<file path="src/rtl/wb_pkg.sv">
// Shared definitions for the writeback scheduler: mux source encodings,
// scheduler states and the default device timeout.
package wb_pkg;

    localparam int WB_TIMEOUT_DEF = 16;
    localparam int WB_CNT_W_DEF   = 8;

    // Encodings double as the writeback-mux select value.
    localparam logic [2:0] WB_ALU = 3'd0;
    localparam logic [2:0] WB_DM  = 3'd1;
    localparam logic [2:0] WB_JAL = 3'd2;
    localparam logic [2:0] WB_SLT = 3'd3;
    localparam logic [2:0] WB_CP0 = 3'd4;
    localparam logic [2:0] WB_DEV = 3'd5;

    typedef enum logic [1:0] {
        IDLE     = 2'd0,
        DEV_WAIT = 2'd1,
        WRITE    = 2'd2,
        SKIP     = 2'd3
    } wb_state_e;

    // Sources that produce a register write without a bus handshake.
    function automatic logic src_is_local(input logic [2:0] src);
        return (src <= WB_CP0);
    endfunction

endpackage

</file>
<file path="src/rtl/wb_timeout_cnt.sv">
// Clear/enable cycle counter with a terminal-count flag at TIMEOUT-1.
// Stops at the terminal count, so it can never wrap.
module wb_timeout_cnt #(
    parameter int TIMEOUT = 16,
    parameter int CNT_W   = 8
) (
    input  logic clk,
    input  logic rst_n,
    input  logic clr,
    input  logic en,
    output logic tc
);

    logic [CNT_W-1:0] cnt_reg;

    assign tc = (cnt_reg == CNT_W'(TIMEOUT - 1));

    always_ff @(posedge clk or negedge rst_n) begin
        if (!rst_n) begin
            cnt_reg <= '0;
        end else if (clr) begin
            cnt_reg <= '0;
        end else if (en && !tc) begin
            cnt_reg <= cnt_reg + 1'b1;
        end
    end

endmodule

</file>
<file path="src/rtl/wb_sched.sv">
// Writeback scheduler: sequences register-file writes and, for bridge-device
// sources, a bounded request/ready read before the write.
module wb_sched
    import wb_pkg::*;
#(
    parameter int TIMEOUT = WB_TIMEOUT_DEF,
    parameter int CNT_W   = WB_CNT_W_DEF
) (
    input  logic        clk,
    input  logic        rst_n,
    input  logic        wb_start,
    input  logic [2:0]  wb_src,
    input  logic [4:0]  wb_dst,
    input  logic        flush,
    output logic        dev_req,
    input  logic        dev_ready,
    input  logic [31:0] dev_rdata,
    output logic [31:0] dev_data,
    output logic [2:0]  mem_to_reg,
    output logic        reg_we,
    output logic [4:0]  reg_waddr,
    output logic        busy,
    output logic        wb_done,
    output logic        dev_timeout
);

    wb_state_e   state_reg, state_next;
    logic        dev_req_reg, reg_we_reg, wb_done_reg, dev_timeout_reg;
    logic [2:0]  mem_to_reg_reg;
    logic [4:0]  reg_waddr_reg;
    logic [31:0] dev_data_reg;

    logic cnt_clr, cnt_en, cnt_tc;
    logic accept, dev_latch, timeout_hit;

    wb_timeout_cnt #(
        .TIMEOUT (TIMEOUT),
        .CNT_W   (CNT_W)
    ) u_timeout_cnt (
        .clk   (clk),
        .rst_n (rst_n),
        .clr   (cnt_clr),
        .en    (cnt_en),
        .tc    (cnt_tc)
    );

    always_comb begin
        state_next  = state_reg;
        cnt_clr     = 1'b0;
        cnt_en      = 1'b0;
        accept      = 1'b0;
        dev_latch   = 1'b0;
        timeout_hit = 1'b0;
        case (state_reg)
            IDLE: begin
                // Holding the counter clear here makes every DEV_WAIT entry start at zero.
                cnt_clr = 1'b1;
                if (wb_start && !flush) begin
                    accept = 1'b1;
                    if (wb_src == WB_DEV) begin
                        state_next = DEV_WAIT;
                    end else if (src_is_local(wb_src) && (wb_dst != 5'd0)) begin
                        state_next = WRITE;
                    end else begin
                        state_next = SKIP;
                    end
                end
            end
            DEV_WAIT: begin
                if (flush) begin
                    state_next = IDLE;
                end else if (dev_ready) begin
                    dev_latch  = 1'b1;
                    state_next = (reg_waddr_reg != 5'd0) ? WRITE : SKIP;
                end else if (cnt_tc) begin
                    timeout_hit = 1'b1;
                    state_next  = IDLE;
                end else begin
                    cnt_en = 1'b1;
                end
            end
            WRITE:   state_next = IDLE;
            SKIP:    state_next = IDLE;
            default: state_next = IDLE;
        endcase
    end

    // Strobes are registered from the next state so they line up with the state they decode.
    always_ff @(posedge clk or negedge rst_n) begin
        if (!rst_n) begin
            state_reg       <= IDLE;
            dev_req_reg     <= 1'b0;
            reg_we_reg      <= 1'b0;
            wb_done_reg     <= 1'b0;
            dev_timeout_reg <= 1'b0;
            mem_to_reg_reg  <= '0;
            reg_waddr_reg   <= '0;
            dev_data_reg    <= '0;
        end else begin
            state_reg       <= state_next;
            dev_req_reg     <= (state_next == DEV_WAIT);
            reg_we_reg      <= (state_next == WRITE);
            wb_done_reg     <= (state_next == WRITE) || (state_next == SKIP) || timeout_hit;
            dev_timeout_reg <= timeout_hit;
            if (accept) begin
                mem_to_reg_reg <= wb_src;
                reg_waddr_reg  <= wb_dst;
            end
            if (dev_latch) begin
                dev_data_reg <= dev_rdata;
            end
        end
    end

    assign dev_req     = dev_req_reg;
    assign reg_we      = reg_we_reg;
    assign wb_done     = wb_done_reg;
    assign dev_timeout = dev_timeout_reg;
    assign mem_to_reg  = mem_to_reg_reg;
    assign reg_waddr   = reg_waddr_reg;
    assign dev_data    = dev_data_reg;
    assign busy        = (state_reg != IDLE);

endmodule

</file>
<file path="config.mk">
export PLATFORM = sky130hd
export DESIGN_NAME = wb_sched
export DESIGN_NICKNAME = d
export VERILOG_FILES = /design/src/rtl/wb_pkg.sv /design/src/rtl/wb_timeout_cnt.sv /design/src/rtl/wb_sched.sv
export SDC_FILE = /design/constraint.sdc
export NUM_CORES = 1
export LEC_CHECK = 0
export CAP_MARGIN = 0
export CORE_MARGIN = 5
export CORE_UTILIZATION = 46
export DETAILED_ROUTE_END_ITERATION = 12
export GPL_TIMING_DRIVEN = 0
export HOLD_SLACK_MARGIN = 0.06
export PLACE_DENSITY = 0.85
export SYNTH_ARGS = -nofsm -noshare
export SYNTH_HDL_FRONTEND = slang
export SYNTH_HIERARCHICAL = 1
export SYNTH_SLANG_ARGS = --single-unit
</file>
<file path="constraint.sdc">
create_clock -name clk -period 3.4 [get_ports clk]
set_input_delay 1.02 -clock clk [delete_from_list [all_inputs] [get_ports clk]]
set_output_delay 1.02 -clock clk [all_outputs]
set_load 0.01 [all_outputs]
</file>
==> impl_metrics.csv <==
group,metric,value,unit
run_status,status,"finished, final reports clean",
routing,wl,4610,µm
timing,finalCriticalPeriod,2610,ps
worst_setup_path,worst_setup_path_start_kind,"input pin",
worst_setup_path,critical_path_class,"in2reg",
routing,dr.pass1.iters,4,
pwr,p_leak,1.40,nW
layout,diodes,0,
timing,setup_viol,0,
place,port_buffers,89,
die,initial_core_util,47.1,%
layout,largest_register_ffs,32,
worst_setup_path,worstSetupEndpointType,"flop",
global_route,grt_max_degree,34,
timing,hold_viol_final,0,
clock_network,postCtsHoldBufs,0,
synthesis,netlist.area_leader.share,60.7,%
pwr,p_comb_share,33.2,%
die,die_h,79.5,µm
routing,drt-met1-wl,1770,µm
synthesis,yosysTopAreaCell,"dfrtp_1",
place,gp_congestion,0.740,
global_route,globalRouteOverflowTotal,0,
synthesis,netlist_area,2220,µm²
die,ios,90,
routing,wl_per_cell,14.5,µm
clock_network,ctsResizeCount,0,
clock_network,cts_sinks,54,
die,coreArea,4720,µm²
layout,mostFrequentLayoutCells,"clkdlybuf4s50_1, dfrtp_1, mux2_2",
worst_setup_path,cp.required,3620,ps
routing,detail-route-antenna-nets,0,
layout,final_net_count,297,
layout,syn2layout_area_growth,49.3,%
timing,rsz0062_at_grt,"false",
layout,fin_cells,319,
pwr,p_per_area,580,nW/µm²
global_route,grt_pass1_wl,7800,µm
worst_setup_path,crit-reg2reg-launch,"u_timeout_cnt/cnt_reg[0]",
routing,drc,0,
worst_setup_path,slowest_delay,510,ps
routing,via_count,1585,
worst_setup_path,reg2reg_depth,6,
place,place_inst,311,
timing,period_share,76.8,%
timing,fin_tns_setup,0,ps
die,die_x,79.5,µm
timing,fmax,383,MHz
synthesis,synth_fp_nets,200,
routing,vias_per_cell,4.97,
worst_setup_path,crit_buf_inv,1,
clock_network,clockRootBuffer,"clkbuf_8",
synthesis,syn_area_per_cell,14.4,µm²
die,fp.dieArea,6330,µm²
synthesis,ys_types,36,
synthesis,dominantRegCellSynth,"dfrtp_1",
timing,worst_slew_pin_slew,677,ps
pwr,switching_share,25.4,%
synthesis,synth_edf_count,0,
pwr,p_clk_share,21.4,%
layout,layout-drive-gt1-share,25.4,%
clock_network,cts_buffer_depth,2,
routing,wl_met3,443,µm
hold_path,hp-class,"reg2reg",
pwr,seq_power_share,45.4,%
routing,highest_layer,"met4",
worst_setup_path,crit_arrival,2830,ps
clock_network,clk_pin_slew_worst_paths,90,ps
synthesis,syn_inst,154,
clock_network,cts_tree,"yes",
timing,relSlewSlack,54.7,%
routing,met2_wirelength,2360,µm
die,fp-row-count,25,
pwr,irDropWorstVdd,0.347,mV
synthesis,synthArstFlopShare,100,%
place,post-dp-hpwl,3590,µm
synthesis,synth_area_leaders,"dfrtp_1, mux2_2, a21oi_1",
run,max-cap-violations,0,
pwr,internal_power,1.44,mW
synthesis,yosysWarnings,6,
worst_setup_path,crit_chain,"clkdlybuf4s50_1, nor4_2, nand4_1, or3_1, a21oi_1",
clock_network,cts-buffers-inserted,5,
clock_network,post_cts_buffers,0,
worst_setup_path,reg2reg_slack,1080,ps
timing,worst_clock_skew,4.68,ps
layout,seq_area,1350,µm²
clock_network,htreeDepth,2,
worst_setup_path,r2r_end,"u_timeout_cnt/cnt_reg[7]",
synthesis,synth-seq-cells,54,
clock_network,clkLatencyLatePin,300,ps
global_route,grt_pass1_vias,1695,
layout,multi_input_area,827,µm²
layout,fill_cells,344,
worst_setup_path,crit_fanout,6,
routing,first_iter_violations,39,
hold_path,hold_start,"dev_data[0]",
timing,drv_slew,0,
hold_path,min_to,"dev_data[0]",
global_route,grt_antenna_before_repair,0,
worst_setup_path,cp_top_family,"simple AND/OR/NAND/NOR gates",
global_route,track_usage,15.8,%
pwr,switchingPower,0.490,mW
synthesis,seq_area_frac_synth,60.7,%
hold_path,min_path_cells,1,
worst_setup_path,cpMaxStageDelayCell,"nor4_2",
layout,mostFrequentLayoutCell,"clkdlybuf4s50_1",
[area by class of cell]
| type | count | area share [%] |
|---|---|---|
| flip-flops and latches | 54 | 40.7 |
| inverters | 4 | 0.452 |
| multi-input cells | 91 | 24.9 |
| clock buffers | 7 | 2.30 |
| repair buffers | 90 | 27.3 |
| plain buffers | 5 | 0.942 |
| clock inverters | 1 | 0.904 |
| well taps | 67 | 2.52 |
[metal layers]
layer	GRT usage, %	up-vias
met1	17.6	778
met4	4.12	0
li1	-	749
met3	7.11	6
met5	0	-
met2	27.4	52
[worst reg2reg max path, cell delays in order, from the launching register on]
cell and delay, ps:
dfrtp_1 420, ha_1 260, and4_2 260, nor4_2 470
nand4_1 280, or3_1 410, a21oi_1 140
[power by group through the flow]
stage	registers, mW	clock network (mW)	logic (mW)
detailed placement	0.889	0	0.650
global route	0.902	0.459	0.685
global placement	0.879	0	0.640
finish	0.876	0.412	0.640
CTS	0.878	0.429	0.653
floorplan	0.959	0	0.158
[synth_stat cells (2+ instances only)]
cell type,number
nand3_1,2
o21ai_0,6
nand4_1,2
or2_2,2
mux2_2,40
or4_1,2
a21oi_1,7
nor3_1,2
nand2b_1,2
nand2_1,2
nor2_1,3
dfrtp_1,54
buf_4,3
inv_1,3
or3_1,3
[worst max-delay path by stage]
stage                    from                        to  depth (start not counted)
floorplan           dev_ready  u_timeout_cnt/cnt_reg[4]                          4
global placement        rst_n              dev_data[18]                          1
detailed placement      flush  u_timeout_cnt/cnt_reg[7]                          5
CTS                     flush  u_timeout_cnt/cnt_reg[7]                          5
global route            flush  u_timeout_cnt/cnt_reg[4]                          5
finish              dev_ready  u_timeout_cnt/cnt_reg[7]                          5
[per-stage QoR]
| stage | utilization (%) | instance area (µm²) | power [mW] | hold slack (ps) | setup WS [ps] |
|---|---|---|---|---|---|
| after detailed placement | 68.1 | 3210 | 1.54 | 495 | 479 |
| final | 70.3 | 3320 | 1.93 | 510 | 790 |
| after CTS | 70.3 | 3320 | 1.96 | 517 | 789 |
| after global placement | 67.7 | 3200 | 1.52 | 489 | -366 |
| after global routing | 70.3 | 3320 | 2.05 | 527 | 608 |
| after floorplan | - | 2220 | 1.12 | 536 | 1190 |
[logic make-up (layout without fill, tap and decap cells)]
kind of cell               Yosys count  in the layout  share of synthesized area [%]
and+or+nand+nor                     31             31                           10.4
AOI/OAI and AO/OA                   17             17                           4.84
muxes                               42             42                           21.4
DFF                                 54             54                           60.7
buffers and inverters                9            107                           2.08
adders and majority gates            1              1                          0.562
No activity file was read; power rests on OpenSTA's default activity.
==> edit 1, RTL diff (config.mk and constraints unchanged) <==
The 4 states of `wb_state_e` get a one-hot encoding in 4 bits.
--- a/src/rtl/wb_pkg.sv
+++ b/src/rtl/wb_pkg.sv
@@ -15,7 +15,7 @@
 
-    typedef enum logic [1:0] {
-        IDLE     = 2'd0,
-        DEV_WAIT = 2'd1,
-        WRITE    = 2'd2,
-        SKIP     = 2'd3
+    typedef enum logic [3:0] {
+        IDLE     = 4'b0001,
+        DEV_WAIT = 4'b0010,
+        WRITE    = 4'b0100,
+        SKIP     = 4'b1000
     } wb_state_e;
Function: same outputs for any inputs over 10 cycles, from zero or initial values and one cycle with rst_n low; not proved beyond that.
==> edit 1 against the unedited design <==
Synthesized area is 10% higher. Maximum frequency is 12% lower. Register-to-register slack better by 0.09 ns. Setup slack worse by 0.37 ns. Final area is 6.1% higher. First-iteration DRC count is 18% higher. Count of clock-buffer cells in the layout is 1 higher. Sequential cell count is 2 higher. Cell count is 4.1% higher. Die area is 8.8% higher. Routed wire length is 20% higher. Critical endpoint unchanged. Largest cell class unchanged. Highest routed layer unchanged.
Power is not compared: it rests on default switching activity, and its combinational part moved more than twofold at a synthesized area within 25%.
==> edit 1: results (changes against the unedited design) <==
Worst setup path
  • Worst Path Arrival: 3.21 ns (was 2.83 ns)
  • CP peak stage delay: 0.42 ns (was 0.51 ns)
  • CP Max Fanout: 8 (was 6)
  • Critical path's slowest cell: clkdlybuf4s50_1 (was nor4_2)
  • R2R setup slack: 1.17 ns (was 1.08 ns)

Power
  • Worst vdd ir: 0.238 mV
  • Leak pwr: roughly 1.5 nW

Timing
  • Worst setup slack after layout: 0.424 ns (was 0.790 ns)
  • Worst-Margin Slew: 0.606 ns (was 0.677 ns)
  • Clock Skews: 0.00495 ns (was 0.00468 ns)

Outcome
  • Status: completed (unchanged)

Detailed routing
  • Met1 Wirelength: 2450 µm (was 1770 µm)
  • Met3 WL: 262 µm (was 443 µm)
  • Vias: 1,701 (was 1,585)
  • DRT Pass-1 Iters: 4 (unchanged)
  • Iteration-0 DRC Markers: 46 (was 39)
  • Met2 wire len: 2760 µm (was 2360 µm)
  • Aggregate routed wire length: 5540 µm (was 4610 µm)

Logic synthesis
  • Most frequent cells after synthesis: dfrtp_1, mux2_4, mux2_2, a21oi_1 (was dfrtp_1, mux2_2, a21oi_1, o21ai_0)
  • Async SR Flop Fraction: 1.00 (unchanged)
  • Top cells by area, synth: dfrtp_1, mux2_4, mux2_2, buf_8, a21oi_1 (was dfrtp_1, mux2_2, a21oi_1, o21ai_0, nor4b_4)
  • Post-synthesis sequential area ratio: 0.573 (was 0.607)
  • Synth Warn #: 6 (unchanged)
  • Cell variety after synth: 37 (was 36)
  • Syn Nets: 211 (was 200)

Global routing
  • All-Layer GR Usage: 0.166 (was 0.158)
  • First-pass GRT wire length: 9340 µm (was 7800 µm)
  • GR Util met1: 0.213 (was 0.176)
  • Number of global-route vias before repair: 1,831 (was 1,695)
  • Largest net degree at the start of global routing: 32 (was 34)
  • Initial antenna violation count: 0 (unchanged)
  • GR Layer Usage met2: 0.282 (was 0.274)
  • Met3 Track Usage GR: 0.0416 (was 0.0711)

Placed design
  • Place WS: 0.132 ns (was 0.479 ns)
  • GPL Wtd Cong: 0.723 (was 0.740)
  • Hpwl dp: 4350 µm (was 3590 µm)
  • IO buf count: 88 (was 89)

CTS
  • Total CTS buffers: 5 (unchanged)
  • Clock Tree Root: clkbuf_8 (unchanged)
  • Worst-Skew Late Latency: 0.30 ns (about the same)
  • Clock Path Buffers: 2 (unchanged)
  • Reg clk slew, reported paths: 0.09 ns (about the same)

Finish
  • Nets: 307 (was 297)
  • Share of cells above drive strength 1: 0.233 (was 0.254)
  • Diode count: 0 (unchanged)

Worst hold path
  • Hold crit path type: flop to flop (unchanged)
-- edit 1: cells by family after synthesis --
group                      after synthesis  synth area share
AOI/OAI and AO/OA                       22            0.0623
adders and majority gates                1           0.00511
buffers and inverters                   11            0.0342
DFF                                     56             0.573
muxes                                   42             0.239
and+or+nand+nor                         33            0.0873
-- edit 1: cell type report --
class	instances	area, µm²
plain buffers	7	68.8
clock buffers	8	90.1
fillers	415	1620
inverters	4	15.0
multi-input cells	98	963
flip-flops and latches	56	1400
well taps	70	87.6
repair buffers	89	896
-- edit 1: through the flow --
step | instances | setup TNS [ns] | hold WS (ns) | util | instance area, µm²
floorplan | 165 | 0 | 0.536 | - | 2450
global route | 332 | 0 | 0.542 | 0.685 | 3520
global placement | 323 | -22.89 | 0.489 | 0.665 | 3420
detailed placement | 324 | 0 | 0.494 | 0.668 | 3430
CTS | 332 | 0 | 0.520 | 0.685 | 3520
finish | 332 | 0 | 0.515 | 0.685 | 3520
-- edit 1: where the power goes --
| part | internal [mW] | switching (mW) |
|---|---|---|
| Combinational | 0.150 | 0.0835 |
| Sequential | 0.704 | 0.0232 |
| Clock | 0.167 | 0.197 |
-- edit 1: path summary, 6_finish.rpt --
path                                           from  cells past startpoint                       end
min in group asynchronous                     rst_n                      1              dev_data[12]
max                                           flush                      7  u_timeout_cnt/cnt_reg[7]
max reg2reg                u_timeout_cnt/cnt_reg[0]                      6  u_timeout_cnt/cnt_reg[7]
min                                     dev_data[2]                      1               dev_data[2]
max in group asynchronous                     rst_n                      2               dev_data[2]
min reg2reg                             dev_data[2]                      1               dev_data[2]
-- edit 1: critical path, delay by kind of cell --
family          cells  cell delay (ns)
simple gates        5             1.62
buf+inv             1             0.42
compound gates      1             0.14
==> edit 2, RTL diff (same settings) <==
Made on the original files. The package constant `WB_CNT_W_DEF` goes from 8 to 6.
--- a/src/rtl/wb_pkg.sv
+++ b/src/rtl/wb_pkg.sv
@@ -5,3 +5,3 @@
     localparam int WB_TIMEOUT_DEF = 16;
-    localparam int WB_CNT_W_DEF   = 8;
+    localparam int WB_CNT_W_DEF   = 6;
 
Formal check against the unedited RTL: no difference found for any inputs over 10 cycles, from zero or initial values and one cycle with rst_n low; that may be too few to reach the edited logic, so the function may still have changed.
==> edit 2 against the unedited design <==
Sequential power down 2.7%. Highest routed layer unchanged. Die area down 1.5%. Register-to-register slack worse by 0.05 ns. Setup slack better by 0.053 ns. Non-clock buffer count up 1. Synthesized area down 1.7%. Count of clock-buffer cells in the layout up 1. Global-route usage up 0.43 points. Hold slack about the same. Sequential cell count down 2. Total power down 4.0%. Routed wire length up 4.9%. Final area down 2.1%. Via count about the same.
==> edit 2: results (changes against the unedited design) <==
Placed design
  • Place WS: 0.546 ns (was 0.479 ns)
  • Cell Area, Placed: 3160 µm² (was 3210 µm²)
  • DP Cell Count: 295 (was 311)
  • GPL Wtd Cong: 0.805 (was 0.740)

Finish
  • Multi-input gate area: 825 µm² (was 827 µm²)
  • Nets: 294 (was 297)
  • Fillers: 336 (was 344)
  • Buffers excl. clock: 96 (was 95)
  • Final Cell Area: 3250 µm² (was 3320 µm²)
  • Buffering overhead: 0.294 (was 0.282)
  • Inverters: 3 (was 4)

Detailed routing
  • Met3 WL: 453 µm (was 443 µm)
  • Met1 Wirelength: 1890 µm (was 1770 µm)
  • Aggregate routed wire length: 4840 µm (was 4610 µm)
  • Met2 wire len: 2430 µm (was 2360 µm)
  • Post-DR vias/cell: 5.23 (was 4.97)

Global routing
  • GR Util met1: 0.187 (was 0.176)
  • All-Layer GR Usage: 0.162 (was 0.158)
  • First-pass GRT wire length: 7930 µm (was 7800 µm)
  • Number of global-route vias before repair: 1,701 (was 1,695)

Worst setup path
  • Worst Path Arrival: 1.54 ns (was 2.83 ns)
  • Critical path's slowest cell: clkdlybuf4s50_1 (was nor4_2)
  • Critical path's top delay family: buffers and inverters (was simple AND/OR/NAND/NOR gates)

Power
  • Sequential group power: 0.852 mW (was 0.876 mW)
  • Seq pwr share: 0.460 (was 0.454)
  • Worst vdd ir: 0.325 mV (was 0.347 mV)
  • Total internal power: 1.36 mW (was 1.44 mW)
  • Leak pwr: 1.40 nW (about the same)

Logic synthesis
  • Top cells by area, synth: dfrtp_1, mux2_2, nor4b_4, buf_4, buf_6 (was dfrtp_1, mux2_2, a21oi_1, o21ai_0, nor4b_4)
  • Most frequent cells after synthesis: dfrtp_1, mux2_2, nor2_1, nand2_1 (was dfrtp_1, mux2_2, a21oi_1, o21ai_0)
  • Synth Instances: 151 (was 154)

Outcome
  • Status: completed (unchanged)
edit 2: cell families after synthesis:
| kind of cell | Yosys count | synth area share |
|---|---|---|
| AO/OA/AOI/OAI | 11 | 0.0366 |
| buffers and inverters | 9 | 0.0280 |
| multiplexers | 41 | 0.213 |
| flip-flops | 52 | 0.595 |
| adder cells (fa/ha/maj) | 1 | 0.00572 |
| AND/OR/NAND/NOR | 37 | 0.122 |
edit 2: worst paths after layout:
path                                               start                        to  slack [ns]  depth (start not counted)
worst min register to register              dev_data[12]              dev_data[12]        0.51                          1
worst max-delay path                        state_reg[0]                      busy        0.84                          2
worst max register to register  u_timeout_cnt/cnt_reg[0]  u_timeout_cnt/cnt_reg[5]        1.03                          8
max in group asynchronous                          rst_n              dev_data[29]        2.22                          2
worst min-delay path                        dev_data[12]              dev_data[12]        0.51                          1
min in group asynchronous                          rst_n              reg_waddr[2]        0.65                          1
